**src/rtl/ram_pkg.sv**
```systemverilog
// Shared geometry, types and helpers for the ram slave.
// Optional wait-state generator is selected with RAM_WAITSTATE_EN.
package ram_pkg;

    localparam int unsigned RAM_WORDS = 64;
    localparam int unsigned IDX_MSB   = 7;
    localparam int unsigned IDX_LSB   = 2;
    localparam int unsigned IDX_W     = IDX_MSB - IDX_LSB + 1;

    typedef logic [31:0]      word_t;
    typedef logic [IDX_W-1:0] idx_t;

    typedef enum logic {
        IDLE,
        WAIT
    } wait_state_t;

    // Replace only the byte lanes selected by be; other lanes keep cur.
    function automatic word_t lane_merge(word_t cur, word_t wdata, logic [3:0] be);
        word_t res;
        res = cur;
        for (int unsigned n = 0; n < 4; n++) begin
            if (be[n]) res[8*n +: 8] = wdata[8*n +: 8];
        end
        return res;
    endfunction

endpackage

```
**src/rtl/ram_wait_ctrl.sv**
```systemverilog
// One-stall-per-access wait-state generator for the ram Avalon slave.
// Only present when RAM_WAITSTATE_EN is defined; otherwise ram ties
// waitrequest low and this file contributes no module.
`ifdef RAM_WAITSTATE_EN
module ram_wait_ctrl
    import ram_pkg::*;
(
    input  logic clk,
    input  logic i_rst,
    input  logic i_req,
    output logic o_waitrequest,
    output logic o_access_ok
);

    wait_state_t r_state;

    // IDLE stalls a fresh request for one cycle; WAIT lets it complete.
    always_ff @(posedge clk) begin
        if (i_rst) begin
            r_state <= IDLE;
        end else begin
            case (r_state)
                IDLE:    if (i_req) r_state <= WAIT;
                WAIT:    r_state <= IDLE;
                default: r_state <= IDLE;
            endcase
        end
    end

    assign o_waitrequest = (r_state == IDLE) && i_req;
    assign o_access_ok   = (r_state == WAIT);

endmodule
`endif

```
**src/rtl/ram.sv**
```systemverilog
// 64 x 32-bit Avalon-MM slave memory with byte-lane writes and a
// level-sensitive preload port. Define RAM_WAITSTATE_EN to add one stall
// cycle per access via ram_wait_ctrl.
module ram
    import ram_pkg::*;
(
    input  logic        clk,
    input  logic        RAM_Reset,
    input  logic [31:0] address,
    input  logic        read,
    input  logic        write,
    input  logic [31:0] writedata,
    input  logic [3:0]  byteenable,
    output logic [31:0] readdata,
    output logic        waitrequest,
    input  logic        inst_input,
    input  logic [7:0]  inst_addr,
    input  logic [31:0] instruction
);

    word_t r_mem [RAM_WORDS];

    // Preload slot: a transparent latch tracks the port while inst_input is
    // high, and r_pl_vld keeps it pending until the next clock edge folds it
    // into r_mem. Reads see the slot directly, so preload takes effect at once
    // and survives reset and colliding Avalon writes.
    idx_t  r_pl_idx;
    word_t r_pl_val;
    logic  r_pl_vld;

    logic  w_waitrequest;
    logic  w_access_ok;
    idx_t  w_idx;
    logic  w_pl_hit;
    word_t w_word;
    logic  w_unused;

    assign w_idx    = address[IDX_MSB:IDX_LSB];
    assign w_unused = ^{address[31:8], address[1:0], inst_addr[1:0]};

`ifdef RAM_WAITSTATE_EN
    ram_wait_ctrl u_wait_ctrl (
        .clk           (clk),
        .i_rst         (RAM_Reset),
        .i_req         (read | write),
        .o_waitrequest (w_waitrequest),
        .o_access_ok   (w_access_ok)
    );
`else
    assign w_waitrequest = 1'b0;
    assign w_access_ok   = 1'b1;
`endif

    assign waitrequest = w_waitrequest;

    // Capture preload address/data while the preload enable is high.
    always_latch begin
        if (inst_input) begin
            r_pl_idx <= inst_addr[IDX_MSB:IDX_LSB];
            r_pl_val <= instruction;
        end
    end

    // Pending flag: set as soon as preload starts, cleared at the first clock
    // edge after it ends (that edge commits the slot).
    always_ff @(posedge clk or posedge inst_input) begin
        if (inst_input) r_pl_vld <= 1'b1;
        else            r_pl_vld <= 1'b0;
    end

    // Storage update: reset clear or lane write, then preload overrides.
    always_ff @(posedge clk) begin
        if (RAM_Reset) begin
            for (int unsigned i = 0; i < RAM_WORDS; i++) r_mem[i] <= '0;
        end else if (write && w_access_ok) begin
            r_mem[w_idx] <= lane_merge(r_mem[w_idx], writedata, byteenable);
        end
        if (r_pl_vld || inst_input) r_mem[r_pl_idx] <= r_pl_val;
    end

    // Combinational read path with preload slot forwarding.
    always_comb begin
        w_pl_hit = (r_pl_vld || inst_input) && (r_pl_idx == w_idx);
        w_word   = w_pl_hit ? r_pl_val : r_mem[w_idx];
        readdata = (read && !w_waitrequest) ? w_word : '0;
    end

endmodule

```
**config.mk**
```make
export PLATFORM = sky130hd
export DESIGN_NAME = ram
export DESIGN_NICKNAME = d
export VERILOG_FILES = /design/src/rtl/ram_pkg.sv /design/src/rtl/ram_wait_ctrl.sv /design/src/rtl/ram.sv
export SDC_FILE = /design/constraint.sdc
export NUM_CORES = 2
export LEC_CHECK = 0
export BUFFER_PORTS_ARGS = -buffer_cell sky130_fd_sc_hd__buf_4
export CAP_MARGIN = 10
export CORE_MARGIN = 3
export CORE_UTILIZATION = 35
export DETAILED_ROUTE_END_ITERATION = 10
export MAX_ROUTING_LAYER = met4
export SYNTH_ARGS = -nofsm -noshare
export SYNTH_HDL_FRONTEND = slang
export SYNTH_SLANG_ARGS = --single-unit
```
**constraint.sdc**
```tcl
create_clock -name clk -period 6.1 [get_ports clk]
set_clock_uncertainty 0.1 [all_clocks]
set_input_delay 1.525 -clock clk [delete_from_list [all_inputs] [get_ports clk]]
set_output_delay 1.525 -clock clk [all_outputs]
set_load 0.03 [all_outputs]
```
## Yosys cells after proc, flatten, opt, wreduce, memory -nomap -nowiden

Memory sizes are Yosys's and may differ from the RTL's.
Index checks and enable logic that the tools add are counted.
Widths: inputs -> output; s select.

- Bits in registers: 1
- Latch bits: 38
- RAM bits: 2048
- Input bits: 113
- Output and inout bits: 33
- Memories kept: 1

- Equality and inequality tests: 1
- Mux-type cells: 28
- Reduce and logical (&&, ||, !) cells: 3

Memories:

| name | words | bits a word | read ports | clocked after Yosys merged registers in | wr ports | line | source |
|---|---|---|---|---|---|---|---|
| r_mem | 64 | 32 | 1 | 0 | 65 | ram.sv:21 | `word_t r_mem [RAM_WORDS];` |

Operators by type and width:

| operator | number |
|---|---|
| $mux 32 | 5 |
| $mux 8 | 12 |
| $reduce_or 32->1 | 1 |
| $mux 6 | 3 |
| $mux 1 | 8 |
| $eq 6x6->1 | 1 |
| $logic_and 1x1->1 | 1 |
| $logic_or 1x1->1 | 1 |

## Longest topological paths before layout

- Depth after elaboration: 5
- Depth in mapped cells: 17

==> results.toml <==
[timing]
setup_slack_ns = -0.110
worst_pin_slew_ns = 1.43
unclocked_regs = 38
slew_viol_final = 0
min_period_over_period_pct = 102
hold_viol_final = 0
min_period_ns = 6.21
setup_viol_count_final = 17
relSlewSlack_pct = 4.53
fmaxAchievable_mhz = 161
untimed_endpoints = 38

[cts]
clockBufferDepth = 3
cts_tree = "built"
h-tree-depth = 4
cts_buffers = 213
clk_latency_ns = 0.91
path_clk_slew_ns = 0.06
root_buffer = "clkbuf_16"

[synth]
synth-edff-count = 2048
ys_ff_latch = 2087
synth_area_um2 = 104000
synth_cell_type_count = 94
yosysTopAreaCellShare_pct = 58.9
synthArstFlopShare_pct = 0.0479
avgSynthCellArea_um2 = 11.6
ys_warn_count = 0
synth_area_leaders = "edfxtp_1 59%, a22o_1 9.1%, o21ai_0 5.5%"
synth_top_area_cell = "edfxtp_1"
syn_inst = 9010
ys.flop_type = "edfxtp_1"

[die]
start_util_pct = 35.4
core_area_um2 = 295000
num_io_pins = 146
chipHeight_um = 552
die_w_um = 552
fp-row-count = 199
die_area_um2 = 305000

[worst_setup_path]
r2r_slack_ns = 1.81
r2r_cells = 6
startpoint = "address[4]"
required_ns = 4.47
startpoint_type = "input pin"
path_max_fanout = 17
r2r-start = "r_pl_vld$_DFF_PP1_"
end_kind = "primary output"
slowest_delay_ns = 0.34
r2r_end = "r_mem[44][28]$_DFFE_PP_"
crit_chain = "buf_16, buf_12, nor2_4, buf_12, buf_12, buf_4, a221oi_1, buf_4, o22ai_1, buf_4, a2111oi_2, buf_4, a21oi_1, buf_4"
crit_top_cell = "buf_4"
critPathSlowestCell = "nor2_4"
arrival_ns = 4.58
worstSetupPathType = "input pin to primary output"

[pwr]
peakVddDrop_mv = 0.319
power_per_cell_area_nw_per_um2 = 270
leakage_nw = 42.9

[place]
pre_cts_ws_ns = -0.720
numPortBuffers = 116
hpwl_mm = 348
place_congestion = 1.00
numPlacedInstances = 13000

[global_route]
grt_pass1_vias = 84500
antenna_found_initial = 34
globalRoute.totalOverflow = 0
track_usage_pct = 34.4
grt_pass1_wl_mm = 716
grt_max_degree = 67

[routing]
vias = 92600
routedWlPerCell_um = 39.8
drc = 0
wl_met2_mm = 218
drt.antenna.violating_nets = 0
first_iter_violations = 18500
wl_mm = 534
firstDrtPassIters = 8
vias_per_cell = 6.89
dr.max_layer_used = "met4"
wl_met3_mm = 86.8
wirelength_met1_mm = 184

[final_layout]
nets = 9417
final_util_pct = 42.3
stdcell_count = 13400
drive_gt1_share_pct = 22.1
areaGrowthSynthToFinish_pct = 19.6
multiInputGateArea_um2 = 38800
final-seq-area_um2 = 62100
fillCellCount = 27500

[flow_run]
cap_violations = 0

[outcome]
violations = "negative setup slack"
status = "complete, but fails checks"

[min_path]
hp-class = "input pin to asynchronous set/reset pin"
[cell usage after synthesis (all sizes together) (16+ instances only)]
library cell     n
a2111o          18
a2111oi         28
a21oi          200
a221oi         230
a22o          1086
a22oi          344
and3            24
and3b           16
buf            375
clkbuf         815
dlxtp           38
edfxtp        2048
inv             17
mux2            77
mux2i           77
mux4            43
nand2         1108
nand2b          66
nand3           70
nand3b         170
nand4           24
nor2           208
nor3           101
nor3b           23
nor4            33
nor4bb          34
o21ai         1168
o22ai          146
or3            103
or3b            62
or4             24
[stage by stage]
stage / power, mW / hold slack [ns] / cell area [um^2] / setup TNS, ns
2_1_floorplan: 18.2 / 0.758 / 104000 / 0
3_3_place_gp: 20.5 / 1.01 / 117000 / -20.82
3_5_place_dp: 20.6 / 1.01 / 117000 / -6.87
4_1_cts: 33.4 / 0.882 / 124000 / -0.0484
5_1_grt: 34.2 / 0.921 / 125000 / -0.129
6_report: 33.8 / 0.860 / 125000 / -0.762
[state kept, by name, indices dropped and copies added, names as in the netlist]
| name | count |
|---|---|
| r_pl_idx | 6 |
| r_pl_vld | 1 |
| r_mem | 2048 |
| r_pl_val | 32 |
[report_power, final]
group | internal (mW) | switching [mW]
clock | 7.25 | 5.89
combinational | 1.25 | 3.15
sequential | 16.0 | 0.176
total | 24.5 | 9.22
[critical path, delay by kind of cell]
family	cells	cell delay [ns]
AO/OA/AOI/OAI	4	0.76
buffers and inverters	9	1.87
AND/OR/NAND/NOR	1	0.34
[how the worst max path moves through the flow]
stage          cells after the start           end  slack [ns]
3_5_place_dp                      14  readdata[12]       -0.72
3_3_place_gp                      10  readdata[13]       -1.42
6_report                          14  readdata[17]       -0.11
5_1_grt                           13  readdata[12]       -0.05
2_1_floorplan                     15  readdata[19]        0.21
4_1_cts                           12  readdata[13]       -0.03
[placed cells by master (no fill, tap or decap), types with 17 or more instances in the layout]
cell type / count
nor3_2: 75
o22ai_1: 145
o21ai_0: 1086
mux2_2: 69
and3_1: 22
clkbuf_1: 48
dlxtp_1: 38
a221oi_1: 224
clkbuf_16: 219
buf_4: 1044
nor2_4: 51
a2111o_1: 18
or3b_2: 62
clkinv_2: 35
clkinv_1: 58
a22oi_1: 338
mux2i_1: 67
bufinv_16: 19
nor4bb_1: 32
diode_2: 34
nor3b_1: 18
nand2_1: 1108
edfxtp_1: 2048
buf_12: 187
nand3b_1: 170
mux4_2: 43
nor3_1: 26
or3_1: 37
or3_2: 65
nand3_1: 67
a22o_1: 1086
nor2_1: 138
nor2_2: 19
buf_6: 17
o21ai_1: 70
nand4_1: 24
a21oi_1: 193
nand2b_1: 65
[what timing repair did]
item / CTS / global route
resized for setup: 75 / 57
setup endpoints to repair: 29 / 27
hold buffers: 0 / 0
endpoints found under the hold margin: 0 / 0
buffers inserted: 3 / 3
cloned: 2 / 3
pin swaps: 10 / 10
[kinds of logic after synthesis]
kind of cell	share of synthesized area (%)
latches	0.546
mux	2.51
flops	58.9
buf+inv	5.06
xor+xnor	0.0503
simple gates	10.2
compound gates	22.7
other cells	0.00359
[per-layer routing]
metal | global-route usage, % | up-vias
li1 | - | 35800
met3 | 11.9 | 1738
met2 | 47.2 | 8905
met4 | 22.6 | 0
met5 | - | -
met1 | 42.7 | 46200
[final cells by class]
class | count | area share [%]
tap | 3919 | 3.93
clock inverter | 124 | 0.898
inverter | 17 | 0.0581
timing repair buffer | 1268 | 9.77
multi-input combinational | 5717 | 31.1
antenna | 34 | 0.0681
clock buffer | 264 | 4.47
sequential | 2087 | 49.7
(Power assumes the default switching activity.)
